===== config.mk =====
export PLATFORM = sky130hd
export DESIGN_NAME = mem_port_arbiter
export DESIGN_NICKNAME = d
export VERILOG_FILES = /design/src/rtl/mem_port_arbiter.sv
export SDC_FILE = /design/constraint.sdc
export NUM_CORES = 1
export LEC_CHECK = 0
export ABC_AREA = 1
export CORE_MARGIN = 3
export CORE_UTILIZATION = 35
export CTS_CLUSTER_DIAMETER = 150
export DETAILED_ROUTE_END_ITERATION = 16
export MAX_ROUTING_LAYER = met4
export PLACE_DENSITY = 0.78
export SLEW_MARGIN = 30
export SYNTH_ARGS = -nofsm -noshare
export SYNTH_HDL_FRONTEND = slang
export SYNTH_SLANG_ARGS = --single-unit

===== constraint.sdc =====
create_clock -name clk -period 14.6 [get_ports clk]
set_input_delay 2.92 -clock clk [delete_from_list [all_inputs] [get_ports clk]]
set_output_delay 2.92 -clock clk [all_outputs]
set_load 0.005 [all_outputs]

===== src/rtl/mem_port_arbiter.sv =====
// Shares one memory port between instruction fetch and the data stage, one transaction in flight.
// Optional fetch anti-starvation guard: define MEM_ARB_STARVE_GUARD_EN.
module mem_port_arbiter #(
    parameter int ADDR_WIDTH = 32,
    parameter int DATA_WIDTH = 32,
    parameter int MAX_WAIT   = 4
) (
    input  logic                    clk,
    input  logic                    rst,
    input  logic                    if_req_valid,
    input  logic [ADDR_WIDTH-1:0]   if_req_addr,
    output logic                    if_req_ready,
    input  logic                    if_flush,
    output logic                    if_rsp_valid,
    output logic [DATA_WIDTH-1:0]   if_rsp_data,
    input  logic                    dm_req_valid,
    input  logic                    dm_req_we,
    input  logic [ADDR_WIDTH-1:0]   dm_req_addr,
    input  logic [DATA_WIDTH-1:0]   dm_req_wdata,
    input  logic [DATA_WIDTH/8-1:0] dm_req_wstrb,
    output logic                    dm_req_ready,
    output logic                    dm_rsp_valid,
    output logic [DATA_WIDTH-1:0]   dm_rsp_data,
    output logic                    mem_req_valid,
    output logic                    mem_req_we,
    output logic [ADDR_WIDTH-1:0]   mem_req_addr,
    output logic [DATA_WIDTH-1:0]   mem_req_wdata,
    output logic [DATA_WIDTH/8-1:0] mem_req_wstrb,
    input  logic                    mem_req_ready,
    input  logic                    mem_rsp_valid,
    input  logic [DATA_WIDTH-1:0]   mem_rsp_data,
    output logic                    busy
);

    typedef enum logic [1:0] {IDLE, ISSUE, WAIT} state_t;

    localparam logic [3:0] WAIT_LIMIT = 4'(MAX_WAIT);

    state_t state;
    logic   owner_fetch;
    logic   drop;
    logic   fetch_ok;
    logic   force_fetch;
    logic   grant_if;
    logic   grant_dm;

    // Data wins by default; a forced fetch grant only happens when fetch can actually be taken.
    always_comb begin
        fetch_ok = if_req_valid && !if_flush;
        grant_if = (state == IDLE) && fetch_ok && (!dm_req_valid || force_fetch);
        grant_dm = (state == IDLE) && dm_req_valid && !grant_if;
    end

    assign if_req_ready = grant_if;
    assign dm_req_ready = grant_dm;
    assign busy         = (state != IDLE);

`ifdef MEM_ARB_STARVE_GUARD_EN
    logic [3:0] wait_cnt;

    assign force_fetch = (wait_cnt == WAIT_LIMIT);

    always_ff @(posedge clk or posedge rst) begin
        if (rst) begin
            wait_cnt <= 4'd0;
        end else if (grant_if || (state == IDLE && !if_req_valid)) begin
            wait_cnt <= 4'd0;
        end else if (grant_dm && fetch_ok) begin
            wait_cnt <= wait_cnt + 4'd1;
        end
    end
`else
    // Strict data priority: a legal limit is never zero, so fetch is never forced.
    assign force_fetch = (WAIT_LIMIT == 4'd0);
`endif

    always_ff @(posedge clk or posedge rst) begin
        if (rst) begin
            state         <= IDLE;
            owner_fetch   <= 1'b0;
            drop          <= 1'b0;
            mem_req_valid <= 1'b0;
            mem_req_we    <= 1'b0;
            mem_req_addr  <= '0;
            mem_req_wdata <= '0;
            mem_req_wstrb <= '0;
            if_rsp_valid  <= 1'b0;
            if_rsp_data   <= '0;
            dm_rsp_valid  <= 1'b0;
            dm_rsp_data   <= '0;
        end else begin
            if_rsp_valid <= 1'b0;
            dm_rsp_valid <= 1'b0;
            case (state)
                IDLE: begin
                    drop <= 1'b0;
                    if (grant_if || grant_dm) begin
                        state         <= ISSUE;
                        mem_req_valid <= 1'b1;
                        owner_fetch   <= grant_if;
                        mem_req_we    <= grant_dm && dm_req_we;
                        mem_req_addr  <= grant_if ? if_req_addr : dm_req_addr;
                        mem_req_wdata <= grant_if ? '0 : dm_req_wdata;
                        mem_req_wstrb <= grant_if ? '0 : dm_req_wstrb;
                    end
                end
                ISSUE: begin
                    if (owner_fetch && if_flush) begin
                        drop <= 1'b1;
                    end
                    if (mem_req_ready) begin
                        mem_req_valid <= 1'b0;
                        state         <= WAIT;
                    end
                end
                WAIT: begin
                    if (owner_fetch && if_flush) begin
                        drop <= 1'b1;
                    end
                    // A flush on the very cycle the response lands still drops it.
                    if (mem_rsp_valid) begin
                        state <= IDLE;
                        drop  <= 1'b0;
                        if (owner_fetch) begin
                            if (!(drop || if_flush)) begin
                                if_rsp_valid <= 1'b1;
                                if_rsp_data  <= mem_rsp_data;
                            end
                        end else begin
                            dm_rsp_valid <= 1'b1;
                            dm_rsp_data  <= mem_req_we ? '0 : mem_rsp_data;
                        end
                    end
                end
                default: begin
                    state         <= IDLE;
                    mem_req_valid <= 1'b0;
                end
            endcase
        end
    end

endmodule


## After elaboration in Yosys (flattened, before gate mapping)

Cells that the tools add are included.

| word-level totals | value |
|---|---|
| register bits after elaboration | 140 |
| latch bits | 0 |
| bits in writable memories | 0 |
| bits in read-only memories | 0 |
| input port bits | 140 |
| output and inout bits | 139 |
| word-level logic and storage cells | 61 |
| memories kept | 0 |

| cells by class | value |
|---|---|
| add/subtract/negate cells | 0 |
| multiply operators | 0 |
| divide/modulo/power cells | 0 |
| order comparisons | 0 |
| equal/unequal tests | 5 |
| shift-type cells | 0 |
| multiplexer cells | 21 |
| bitwise logic cells | 3 |
| reduce and logical (&&, ||, !) cells | 20 |

Operators with widths:

| kind | number |
|---|---|
| 32-bit 2-to-1 mux | 3 |
| 1-bit 2-to-1 mux | 11 |
| 3-bit AND reduction | 3 |
| 1-bit logical AND | 7 |
| 2-bit 2-to-1 mux | 3 |
| 1-bit case mux with 3 select lines | 2 |
| 2-bit case mux with 3 select lines | 1 |
| 4-bit 2-to-1 mux | 1 |
| 2-bit inequality test, second input constant | 2 |
| 4-bit AND reduction | 1 |
| 1-bit logical NOT | 3 |
| 1-bit inverter | 3 |
| 3-bit nonzero test | 1 |
| 2-bit by 1-bit == test with 1-bit output, second input constant | 1 |
| 2-bit == test, second input constant | 1 |
| 2-bit logical NOT | 1 |
| 1-bit logical OR | 2 |
| 2-bit by 1-bit inequality test with 1-bit output, second input constant | 1 |
| 2-bit AND reduction | 1 |
| 2-bit nonzero test | 1 |

## Depth between registers and ports, before layout

| depth | value |
|---|---|
| depth in word-level cells | 9 |
| mapped depth | 10 |
| depth with buffers taken out | 8 |

## Worst setup path before layout

Ideal clock, no wire load.

| timing path | value |
|---|---|
| kind | input-to-output |
| from | in if_flush |
| to | out if_req_ready |
| arrival | 3423 ps |
| data required time | 11680 ps |
| slack | 8257 ps |
| stages | 4 |
| path buffers | 1 |
| cells stage by stage | inv_1 nand3_2 nor2_4 buf_2 |

| between the ends | value |
|---|---|
| word-level cells in the longest chain between the ends | 4 |

RTL lines:

| element | RTL line | RTL |
|---|---|---|
| start: declaration | 13 | `input logic if_flush,` |
| 1-bit logical NOT | 49 | `fetch_ok = if_req_valid && !if_flush;` |
| 1-bit logical AND | 49 |  |
| 1-bit logical AND (2 in series) | 50 | `grant_if = (state == IDLE) && fetch_ok && (!dm_req_valid \|\| force_fetch);` |
| end: declaration | 12 | `output logic if_req_ready,` |

No other way between the ends.

## Worst setup path after layout

Ends and elaborated chain as after synthesis.

==> flow_metrics.py <==
metrics = {
    "pwr": {
        "power.share.clock": 0.260,
        "leakagePower_uw": 0.00442,
        "netSwitchingPower_uw": 582,
        "comb_power_share": 0.387,
        "power_frac_seq": 0.353,
        "ir_worst_vdd_v": 0.0000830,
        "netSwitchingFraction": 0.313,
        "p_per_area_nw_per_um2": 201,
        "internal_power_contribution_uw": 1280,
    },
    "yosys": {
        "synth_top_cell_area_share": 0.617,
        "syn_nets": 802,
        "synth_cell_type_count": 19,
        "synth_edf_count": 0,
        "yosys_most_used_dff": "sky130_fd_sc_hd__dfrtp_1",
        "seq_area_frac_synth": 0.617,
        "post-synth-top-count-cell": "sky130_fd_sc_hd__nand2_1",
        "post_synth_inst_count": 656,
        "synth-warning-count": 0,
        "avgSynthCellArea_sq_um": 8.66,
        "synth.top_cells.by_area": "sky130_fd_sc_hd__dfrtp_1 (62%), sky130_fd_sc_hd__nand2_1 (25%), sky130_fd_sc_hd__nand3_1 (3.4%), sky130_fd_sc_hd__o21ai_0 (2.9%), sky130_fd_sc_hd__buf_2 (1.6%)",
        "synthArstFlopShare": 1.00,
        "yosysTopAreaCell": "sky130_fd_sc_hd__dfrtp_1",
        "netlist_area_sq_um": 5680,
        "synth.cells.most_frequent": "sky130_fd_sc_hd__nand2_1 (373), sky130_fd_sc_hd__dfrtp_1 (140), sky130_fd_sc_hd__nand3_1 (39), sky130_fd_sc_hd__o21ai_0 (33), sky130_fd_sc_hd__buf_2 (18)",
        "synth-seq-cells": 140,
    },
    "die": {
        "fp.dieW_um": 133,
        "placementRows": 45,
        "die_height_um": 133,
        "starting_density_of_the_core": 0.365,
        "num_io_pins": 279,
        "core_area_sq_um": 15500,
        "die-area_sq_um": 17800,
    },
    "clock_network": {
        "clockRootBuffer": "sky130_fd_sc_hd__clkbuf_16",
        "cts_hold_buffers": 0,
        "clkTransAtPathRegs_ns": 0.06,
        "clock_latency_on_the_worst_skew_pair_ns": 0.42,
        "post_cts_resized": 0,
        "clockBufferDepth": 2,
        "cts_num_sinks": 140,
        "cts_setup_buffers": 0,
        "tritoncts.num_buffers": 17,
        "cts_tree": "done",
        "cts_max_level": 4,
    },
    "grt": {
        "grt_max_degree": 84,
        "grt_util_all_layers": 0.199,
        "number_of_global_route_vias_before_repair": 5075,
        "grt_first_pass_wirelength_um": 27000,
        "globalRoute.totalOverflow": 0,
        "grt_antenna_before_repair": 1,
    },
    "sta": {
        "whs_ns": 0.470,
        "final_max_slew_viol_count": 0,
        "grt_setup_unrepaired": "false",
        "final_period_minus_worst_setup_slack_ns": 7.76,
        "setup_ws_ns": 6.84,
        "setup_violations": 0,
        "fin_worst_skew_ns": 0.00789,
        "min_period_over_period": 0.532,
        "fmax_mhz": 129,
        "final_hold_viol_count": 0,
        "slew_headroom": 0.479,
        "setup-tns-final_ns": 0,
        "tightest_slew_ns": 0.782,
    },
    "routing": {
        "viasPerCell": 4.52,
        "drc": 0,
        "via_count": 5177,
        "first_iter_violations": 308,
        "drtPass1Iterations": 5,
        "finalWirelength_um": 17100,
        "final_antenna_net_count": 0,
        "wl_per_cell_um": 14.9,
    },
    "hold_path": {
        "worstHoldPathCells": 2,
        "hold_class": "flop to flop",
        "worst_hold_startpoint": "mem_req_wdata[30]$_DFFE_PP0P_",
        "hold_path_sink": "mem_req_wdata[30]$_DFFE_PP0P_",
    },
    "critical_path": {
        "critPathRequiredTime_ns": 11.68,
        "r2r-start": "state[0]$_DFFE_PP0P_",
        "data_arrival_time_of_the_critical_path_ns": 4.84,
        "worst_path_most_repeated_cell": "sky130_fd_sc_hd__clkdlybuf4s50_1",
        "path_cells": "clkdlybuf4s50_1 > inv_1 > nand3_2 > nor2_4 > clkdlybuf4s50_1",
        "timing.critical_path.from_type": "input port",
        "cp_top_family": "buffers and inverters",
        "endpoint_kind": "primary output",
        "critical_path.startpoint": "if_flush",
        "cp_slowest_stage_delay_ns": 0.64,
        "timing.rr.end": "if_rsp_data[26]$_DFFE_PP0P_",
        "rr_worst_depth": 6,
        "r2r_slack_ns": 12.21,
        "criticalPathCategory": "input port to primary output",
        "critPathBufInv": 3,
        "critical_path.max_fanout": 33,
        "critical-path-slowest-cell": "sky130_fd_sc_hd__clkdlybuf4s50_1",
    },
    "placed_design": {
        "dpl.hpwl_um": 11900,
        "placed_cells": 1113,
        "gp_congestion": 0.807,
        "dp_slack_ns": 6.82,
        "io_buffer_count": 278,
    },
    "run": {
        "maxCapViolations": 0,
    },
    "cells_and_area": {
        "finish.cell_count_without_fillers": 1146,
        "multi_input_area_sq_um": 1950,
        "final-seq-area_sq_um": 3500,
        "fillCellCount": 1367,
        "nNetsFinal": 1067,
        "post_route_cells_drive_above_1_share": 0.0482,
        "finalCoreUtilization": 0.595,
        "area_delta_synth_final_pct": 62.9,
    },
    "run_status": {
        "status": "finished clean",
    },
}
cells in the final DEF, fill, tap and decap left out:
master and count:
sky130_fd_sc_hd__nor3_1 2, sky130_fd_sc_hd__inv_2 3, sky130_fd_sc_hd__nand3_4 1, sky130_fd_sc_hd__o21ai_0 33
sky130_fd_sc_hd__clkbuf_16 17, sky130_fd_sc_hd__clkinv_2 1, sky130_fd_sc_hd__bufinv_16 5, sky130_fd_sc_hd__clkdlybuf4s50_1 278
sky130_fd_sc_hd__nand3_2 1, sky130_fd_sc_hd__diode_2 1, sky130_fd_sc_hd__ha_1 6, sky130_fd_sc_hd__buf_4 1
sky130_fd_sc_hd__dfrtp_1 140, sky130_fd_sc_hd__nand3_1 38, sky130_fd_sc_hd__nand2_2 2, sky130_fd_sc_hd__nand4_4 1
sky130_fd_sc_hd__nor2_4 1, sky130_fd_sc_hd__nor2_1 4, sky130_fd_sc_hd__clkinvlp_4 1, sky130_fd_sc_hd__buf_6 1
sky130_fd_sc_hd__inv_8 1, sky130_fd_sc_hd__a21oi_1 4, sky130_fd_sc_hd__inv_4 1, sky130_fd_sc_hd__inv_1 11
sky130_fd_sc_hd__nand2_1 373, sky130_fd_sc_hd__inv_6 5, sky130_fd_sc_hd__clkinv_4 3
power groups by stage:
stage / registers (uW) / logic [uW] / clock network, uW
after floorplan: 668 / 261 / 0
after global placement: 654 / 714 / 0
after detailed placement: 658 / 729 / 0
after CTS: 656 / 734 / 494
after global routing: 680 / 793 / 514
final: 656 / 719 / 484
worst register-to-register path, cell delays in order (launching register included):
cell,delay (ns)
sky130_fd_sc_hd__dfrtp_1,0.43
sky130_fd_sc_hd__inv_1,0.14
sky130_fd_sc_hd__ha_1,0.34
sky130_fd_sc_hd__nand4_4,0.50
sky130_fd_sc_hd__inv_2,0.70
sky130_fd_sc_hd__nand2_1,0.13
sky130_fd_sc_hd__nand2_1,0.10
worst max path at each step:
| stage | end | slack (ns) | cells after the start |
|---|---|---|---|
| floorplan | dm_rsp_data[0]$_DFFE_PP0P_ | 7.93 | 1 |
| global placement | if_req_ready | 6.85 | 5 |
| detailed placement | if_req_ready | 6.82 | 5 |
| CTS | if_req_ready | 6.81 | 5 |
| global route | if_req_ready | 6.72 | 5 |
| finish | if_req_ready | 6.84 | 5 |
logic make-up (layout without fill, tap and decap cells):
| kind of cell | after synthesis | in the layout | share of synthesized area |
|---|---|---|---|
| compound gates | 37 | 37 | 0.0326 |
| fa+ha+maj | 6 | 6 | 0.0132 |
| buf+inv | 50 | 328 | 0.0436 |
| flops | 140 | 140 | 0.617 |
| other cells | 0 | 1 | 0 |
| simple gates | 423 | 423 | 0.294 |
routing by layer:
layer / vias up / GRT usage / share of wire / wire length [um]
met5: - / - / 0 / 0
met2: 220 / 0.327 / 0.50 / 8470
li1: 2571 / - / - / -
met4: 0 / 0.0520 / 0.013 / 228
met3: 17 / 0.0755 / 0.089 / 1530
met1: 2369 / 0.231 / 0.40 / 6860
sequential cells by signal, indices dropped and copies added (netlist names), 2 cells and up:
signal	count
dm_rsp_data	32
if_rsp_data	32
mem_req_addr	32
mem_req_wdata	32
mem_req_wstrb	4
state	2
cell type report:
| class | count | area share |
|---|---|---|
| Sequential cell | 140 | 0.379 |
| Clock buffer | 17 | 0.0460 |
| Tap cell | 211 | 0.0285 |
| Timing Repair Buffer | 280 | 0.303 |
| Inverter | 16 | 0.00731 |
| Antenna cell | 1 | 0.000271 |
| Clock inverter | 15 | 0.0254 |
| Multi-Input combinational cell | 466 | 0.211 |
per-stage QoR:
| stage | area [sq um] | total power, uW |
|---|---|---|
| global route | 9250 | 1990 |
| global placement | 8560 | 1370 |
| finish | 9250 | 1860 |
| floorplan | 5680 | 929 |
| detailed placement | 8580 | 1390 |
| CTS | 9250 | 1880 |
Note: power is estimated with default switching activity, not from simulation.
